==> src/rtl/mem_arbiter.sv <==
// Two-client arbiter for one async-read / sync-write memory, with independent
// round-robin read and write ports. Optional macro: MEM_ARB_RAW_BYPASS_EN (RAW forwarding).
module mem_arbiter #(
  parameter int DEPTH    = 8,
  parameter int BIT_SIZE = 16
) (
  input  logic                clk,
  input  logic                rst_n,
  input  logic                c0_req,
  input  logic                c1_req,
  input  logic                c0_we,
  input  logic                c1_we,
  input  logic [DEPTH-1:0]    c0_addr,
  input  logic [DEPTH-1:0]    c1_addr,
  input  logic [BIT_SIZE-1:0] c0_wdata,
  input  logic [BIT_SIZE-1:0] c1_wdata,
  output logic                c0_gnt,
  output logic                c1_gnt,
  output logic                c0_rvalid,
  output logic                c1_rvalid,
  output logic [BIT_SIZE-1:0] c0_rdata,
  output logic [BIT_SIZE-1:0] c1_rdata,
  output logic                mem_write_enable,
  output logic [DEPTH-1:0]    mem_write_addr,
  output logic [DEPTH-1:0]    mem_read_addr,
  output logic [BIT_SIZE-1:0] mem_data_in,
  input  logic [BIT_SIZE-1:0] mem_data_out
);

  typedef enum logic {CLIENT0 = 1'b0, CLIENT1 = 1'b1} client_e;

  client_e             rd_ptr_q, rd_ptr_d;
  client_e             wr_ptr_q, wr_ptr_d;
  logic                c0_rvalid_q, c1_rvalid_q;
  logic [BIT_SIZE-1:0] c0_rdata_q, c0_rdata_d;
  logic [BIT_SIZE-1:0] c1_rdata_q, c1_rdata_d;
  logic [DEPTH-1:0]    rd_addr_q, rd_addr_d;

  logic                c0_rd, c1_rd, c0_wr, c1_wr;
  logic                c0_rd_gnt, c1_rd_gnt, c0_wr_gnt, c1_wr_gnt;
  logic                rd_gnt;
  logic [BIT_SIZE-1:0] rd_data;

  // Reset is folded into the request qualifiers so grants and the write strobe
  // are forced low while rst_n is asserted, independent of the clock.
  always_comb begin
    c0_rd = rst_n & c0_req & ~c0_we;
    c1_rd = rst_n & c1_req & ~c1_we;
    c0_wr = rst_n & c0_req &  c0_we;
    c1_wr = rst_n & c1_req &  c1_we;

    c0_rd_gnt = c0_rd & (~c1_rd | (rd_ptr_q == CLIENT0));
    c1_rd_gnt = c1_rd & (~c0_rd | (rd_ptr_q == CLIENT1));
    c0_wr_gnt = c0_wr & (~c1_wr | (wr_ptr_q == CLIENT0));
    c1_wr_gnt = c1_wr & (~c0_wr | (wr_ptr_q == CLIENT1));
  end

  assign c0_gnt = c0_rd_gnt | c0_wr_gnt;
  assign c1_gnt = c1_rd_gnt | c1_wr_gnt;
  assign rd_gnt = c0_rd_gnt | c1_rd_gnt;

  assign mem_write_enable = c0_wr_gnt | c1_wr_gnt;
  assign mem_write_addr   = c1_wr_gnt ? c1_addr  : c0_addr;
  assign mem_data_in      = c1_wr_gnt ? c1_wdata : c0_wdata;

  // The async-read memory needs the address during the grant cycle, so the
  // winner's address is passed straight through and only held when idle.
  assign rd_addr_d     = c1_rd_gnt ? c1_addr : c0_addr;
  assign mem_read_addr = rd_gnt ? rd_addr_d : rd_addr_q;

`ifdef MEM_ARB_RAW_BYPASS_EN
  assign rd_data = (mem_write_enable && (mem_write_addr == rd_addr_d)) ? mem_data_in
                                                                       : mem_data_out;
`else
  assign rd_data = mem_data_out;
`endif

  // NOTE: every variable assigned in always_comb gets a default first, so no
  // path leaves it unassigned and no latch is inferred.
  always_comb begin
    rd_ptr_d   = rd_ptr_q;
    wr_ptr_d   = wr_ptr_q;
    c0_rdata_d = c0_rdata_q;
    c1_rdata_d = c1_rdata_q;
    if (c0_rd && c1_rd) rd_ptr_d = (rd_ptr_q == CLIENT0) ? CLIENT1 : CLIENT0;
    if (c0_wr && c1_wr) wr_ptr_d = (wr_ptr_q == CLIENT0) ? CLIENT1 : CLIENT0;
    if (c0_rd_gnt)      c0_rdata_d = rd_data;
    if (c1_rd_gnt)      c1_rdata_d = rd_data;
  end

  // NOTE: sequential state uses non-blocking assignments so every register
  // samples pre-edge values regardless of statement order.
  always_ff @(posedge clk or negedge rst_n) begin
    if (!rst_n) begin
      rd_ptr_q    <= CLIENT0;
      wr_ptr_q    <= CLIENT0;
      c0_rvalid_q <= 1'b0;
      c1_rvalid_q <= 1'b0;
      c0_rdata_q  <= '0;
      c1_rdata_q  <= '0;
      rd_addr_q   <= '0;
    end else begin
      rd_ptr_q    <= rd_ptr_d;
      wr_ptr_q    <= wr_ptr_d;
      c0_rvalid_q <= c0_rd_gnt;
      c1_rvalid_q <= c1_rd_gnt;
      c0_rdata_q  <= c0_rdata_d;
      c1_rdata_q  <= c1_rdata_d;
      if (rd_gnt) rd_addr_q <= rd_addr_d;
    end
  end

  assign c0_rvalid = c0_rvalid_q;
  assign c1_rvalid = c1_rvalid_q;
  assign c0_rdata  = c0_rdata_q;
  assign c1_rdata  = c1_rdata_q;

endmodule
==> config.mk <==
export PLATFORM = sky130hd
export DESIGN_NAME = mem_arbiter
export DESIGN_NICKNAME = d
export VERILOG_FILES = /design/src/rtl/mem_arbiter.sv
export SDC_FILE = /design/constraint.sdc
export NUM_CORES = 1
export LEC_CHECK = 0
export CORE_AREA = 5 5 98 100
export CTS_BUF_LIST = sky130_fd_sc_hd__clkbuf_16
export CTS_CLUSTER_DIAMETER = 40
export DETAILED_ROUTE_END_ITERATION = 6
export DIE_AREA = 0 0 103 105
export DONT_BUFFER_PORTS = 1
export HOLD_SLACK_MARGIN = 0.1
export SLEW_MARGIN = 20
export SYNTH_ARGS = -nofsm -noshare
export SYNTH_HDL_FRONTEND = slang
export SYNTH_SLANG_ARGS = --single-unit
==> constraint.sdc <==
create_clock -name clk -period 4.1 [get_ports clk]
set_input_delay 0.82 -clock clk [delete_from_list [all_inputs] [get_ports clk]]
set_output_delay 0.82 -clock clk [all_outputs]
set_load 0.02 [all_outputs]
==> flow_summary.json <==
{
  "synth_cells": 144,
  "cts_sinks": 44,
  "finalWeightedCongestion": 0.721,
  "yosysWarnings": 0,
  "cts_root_buffer": "clkbuf_16",
  "cp.required_ns": 3.28,
  "io_buffer_count": 0,
  "antenna_left": 0,
  "setup.worst_path.start": "c0_we",
  "cts_tree": "built",
  "pin_count": 139,
  "drv_cap": 0,
  "start_util_pct": 24.3,
  "synth_seq_cells": 44,
  "timing.fmax_mhz": 345,
  "drc_errors": 0,
  "tightest_slew_ns": 0.680,
  "cts_hold_buf": 0,
  "outcome": "finished clean",
  "drt-vias-per-instance": 4.85,
  "drive_gt1_share_pct": 46.9,
  "fin_setup_tns_ns": 0,
  "vias": 1228,
  "layout_common_cells": "48 x mux2_2, 44 x dfrtp_1, 8 x and3_1, 8 x a221o_1, 8 x mux2_4",
  "end_kind": "output port",
  "final_cell_count_no_fill": 253,
  "syn-num-nets": 214,
  "worstSkewPairLatency_ns": 0.28,
  "async_flop_share_pct": 100,
  "rsz0062_at_grt": "false",
  "seq_area_sq_um": 1100,
  "post-place-ws_ns": 1.19,
  "synthFlopType": "dfrtp_1",
  "multi_input_area_sq_um": 936,
  "synth_seq_area_share_pct": 52.8,
  "timing.rr.end": "rd_addr_q[3]",
  "htreeDepth": 2,
  "cp_data_arrival_time_ns": 2.08,
  "hold_viol_final": 0,
  "hpwlAfterDp_um": 3960,
  "fill_cells": 870,
  "clock_path_buffers": 2,
  "die_w_um": 103,
  "nNetsFinal": 215,
  "post-route-min-period_ns": 2.90,
  "overflow": 0,
  "grt_pass1_wl_um": 7800,
  "totalWireLength_um": 5150,
  "dr.pass1.iters": 3,
  "cts.repair.resized": 0,
  "design.core.area_sq_um": 8590,
  "r2r_cells": 3,
  "grt_max_degree": 51,
  "dpl_cell_area_sq_um": 2190,
  "dr.first_iter.drc_count": 36,
  "layout_commonest_cell": "mux2_2",
  "numCtsBuffers": 5,
  "drv_slew": 0,
  "die_y_um": 105,
  "crit_type": "primary input to output port",
  "max-vdd-ir-drop_mv": 0.175,
  "dieArea_sq_um": 10800,
  "track_usage_pct": 9.20,
  "wl_per_cell_um": 20.4,
  "post-route-cell-area_sq_um": 2320,
  "row_count": 34,
  "synth_edf_count": 0,
  "grt_pass1_vias": 1417,
  "finalSetupViolations": 0,
  "p_leak_nw": 0.982,
  "antenna_found_initial": 0,
  "syn_area_sq_um": 2080,
  "path_max_fanout": 15,
  "worst_clock_skew_ns": 0.0108,
  "clk_pin_slew_ns": 0.07,
  "synth_cell_types": 25,
  "syn_to_final_growth_pct": 11.5,
  "dp.cells": 246,
  "setup_ws_ns": 1.20,
  "diodes": 0,
  "post_cts_buffers": 0,
  "rrSetupSlack_ns": 2.35,
  "min_path_type": "primary input to async pin",
  "timing.final.crit_share_pct": 70.7,
  "worst_setup_path_start_kind": "primary input",
  "rr_startpoint": "rd_ptr_q",
  "powerDensity_nw_per_um2": 572,
  "avgSynthCellArea_sq_um": 14.5,
  "relSlewSlack_pct": 54.3
}
## logic make-up after synthesis
| group | after synthesis | synth area share (%) |
|---|---|---|
| mux | 56 | 31.7 |
| xor+xnor | 2 | 0.840 |
| buf+inv | 8 | 2.82 |
| simple gates | 21 | 6.12 |
| flops | 44 | 52.8 |
| compound gates | 13 | 5.70 |
## cell usage after synthesis, drive strengths merged, types with 2 or more instances
library cell	instances	area [sq um]
mux2	56	661
dfrtp	44	1100
a221o	8	80.1
and3	8	50.1
buf	6	51.3
nand2	3	11.3
clkbuf	2	7.51
nand3	2	10.0
nor2b	2	12.5
## where the power goes
group	total (mW)	switching (mW)	internal, mW
Combinational	0.227	0.109	0.118
Clock	0.385	0.163	0.221
Sequential	0.717	0.178	0.540
Total	1.33	0.450	0.879
## worst max-delay path by stage
stage,to,slack [ns]
after global placement,c0_gnt,1.19
after detailed placement,mem_write_addr[5],1.19
after global routing,mem_data_in[3],1.09
final,mem_write_addr[5],1.20
after floorplan,mem_data_in[0],1.35
after CTS,mem_write_addr[5],1.18
## metrics by stage
step	hold WS [ns]	power, mW	utilization (%)
after floorplan	0.464	0.907	-
after global placement	0.505	0.952	25.5
after detailed placement	0.515	0.957	25.5
after CTS	0.213	1.35	27.1
after global routing	0.209	1.39	27.1
final	0.223	1.33	27.1
## state kept, by name, summed over array words and instances (netlist names)
| signal | flops |
|---|---|
| rd_ptr_q | 1 |
| c1_rvalid | 1 |
| wr_ptr_q | 1 |
| rd_addr_q | 8 |
| c1_rdata | 16 |
| c0_rvalid | 1 |
| c0_rdata | 16 |
## worst max-delay path, cell delays in order
cell and delay [ns]:
nand2_1 0.07, o21bai_2 0.44, buf_4 0.32, mux2_2 0.42
## per-layer routing
| metal | track usage, % | part of all wire (%) | vias up |
|---|---|---|---|
| li1 | - | - | 530 |
| met1 | 10.4 | 37 | 600 |
| met2 | 14.9 | 47 | 89 |
| met3 | 4.73 | 14 | 9 |
| met4 | 2.96 | 1.7 | 0 |
| met5 | 0 | 0 | - |
## layout make-up
type                       count  share of cell area (%)
clock buffer                   5                    5.38
clock inverter                 2                   0.538
multi-input combinational     92                    40.3
sequential                    44                    47.4
tap                          108                    5.81
timing repair buffer           2                   0.646
Note: power is estimated with default switching activity, not from simulation.
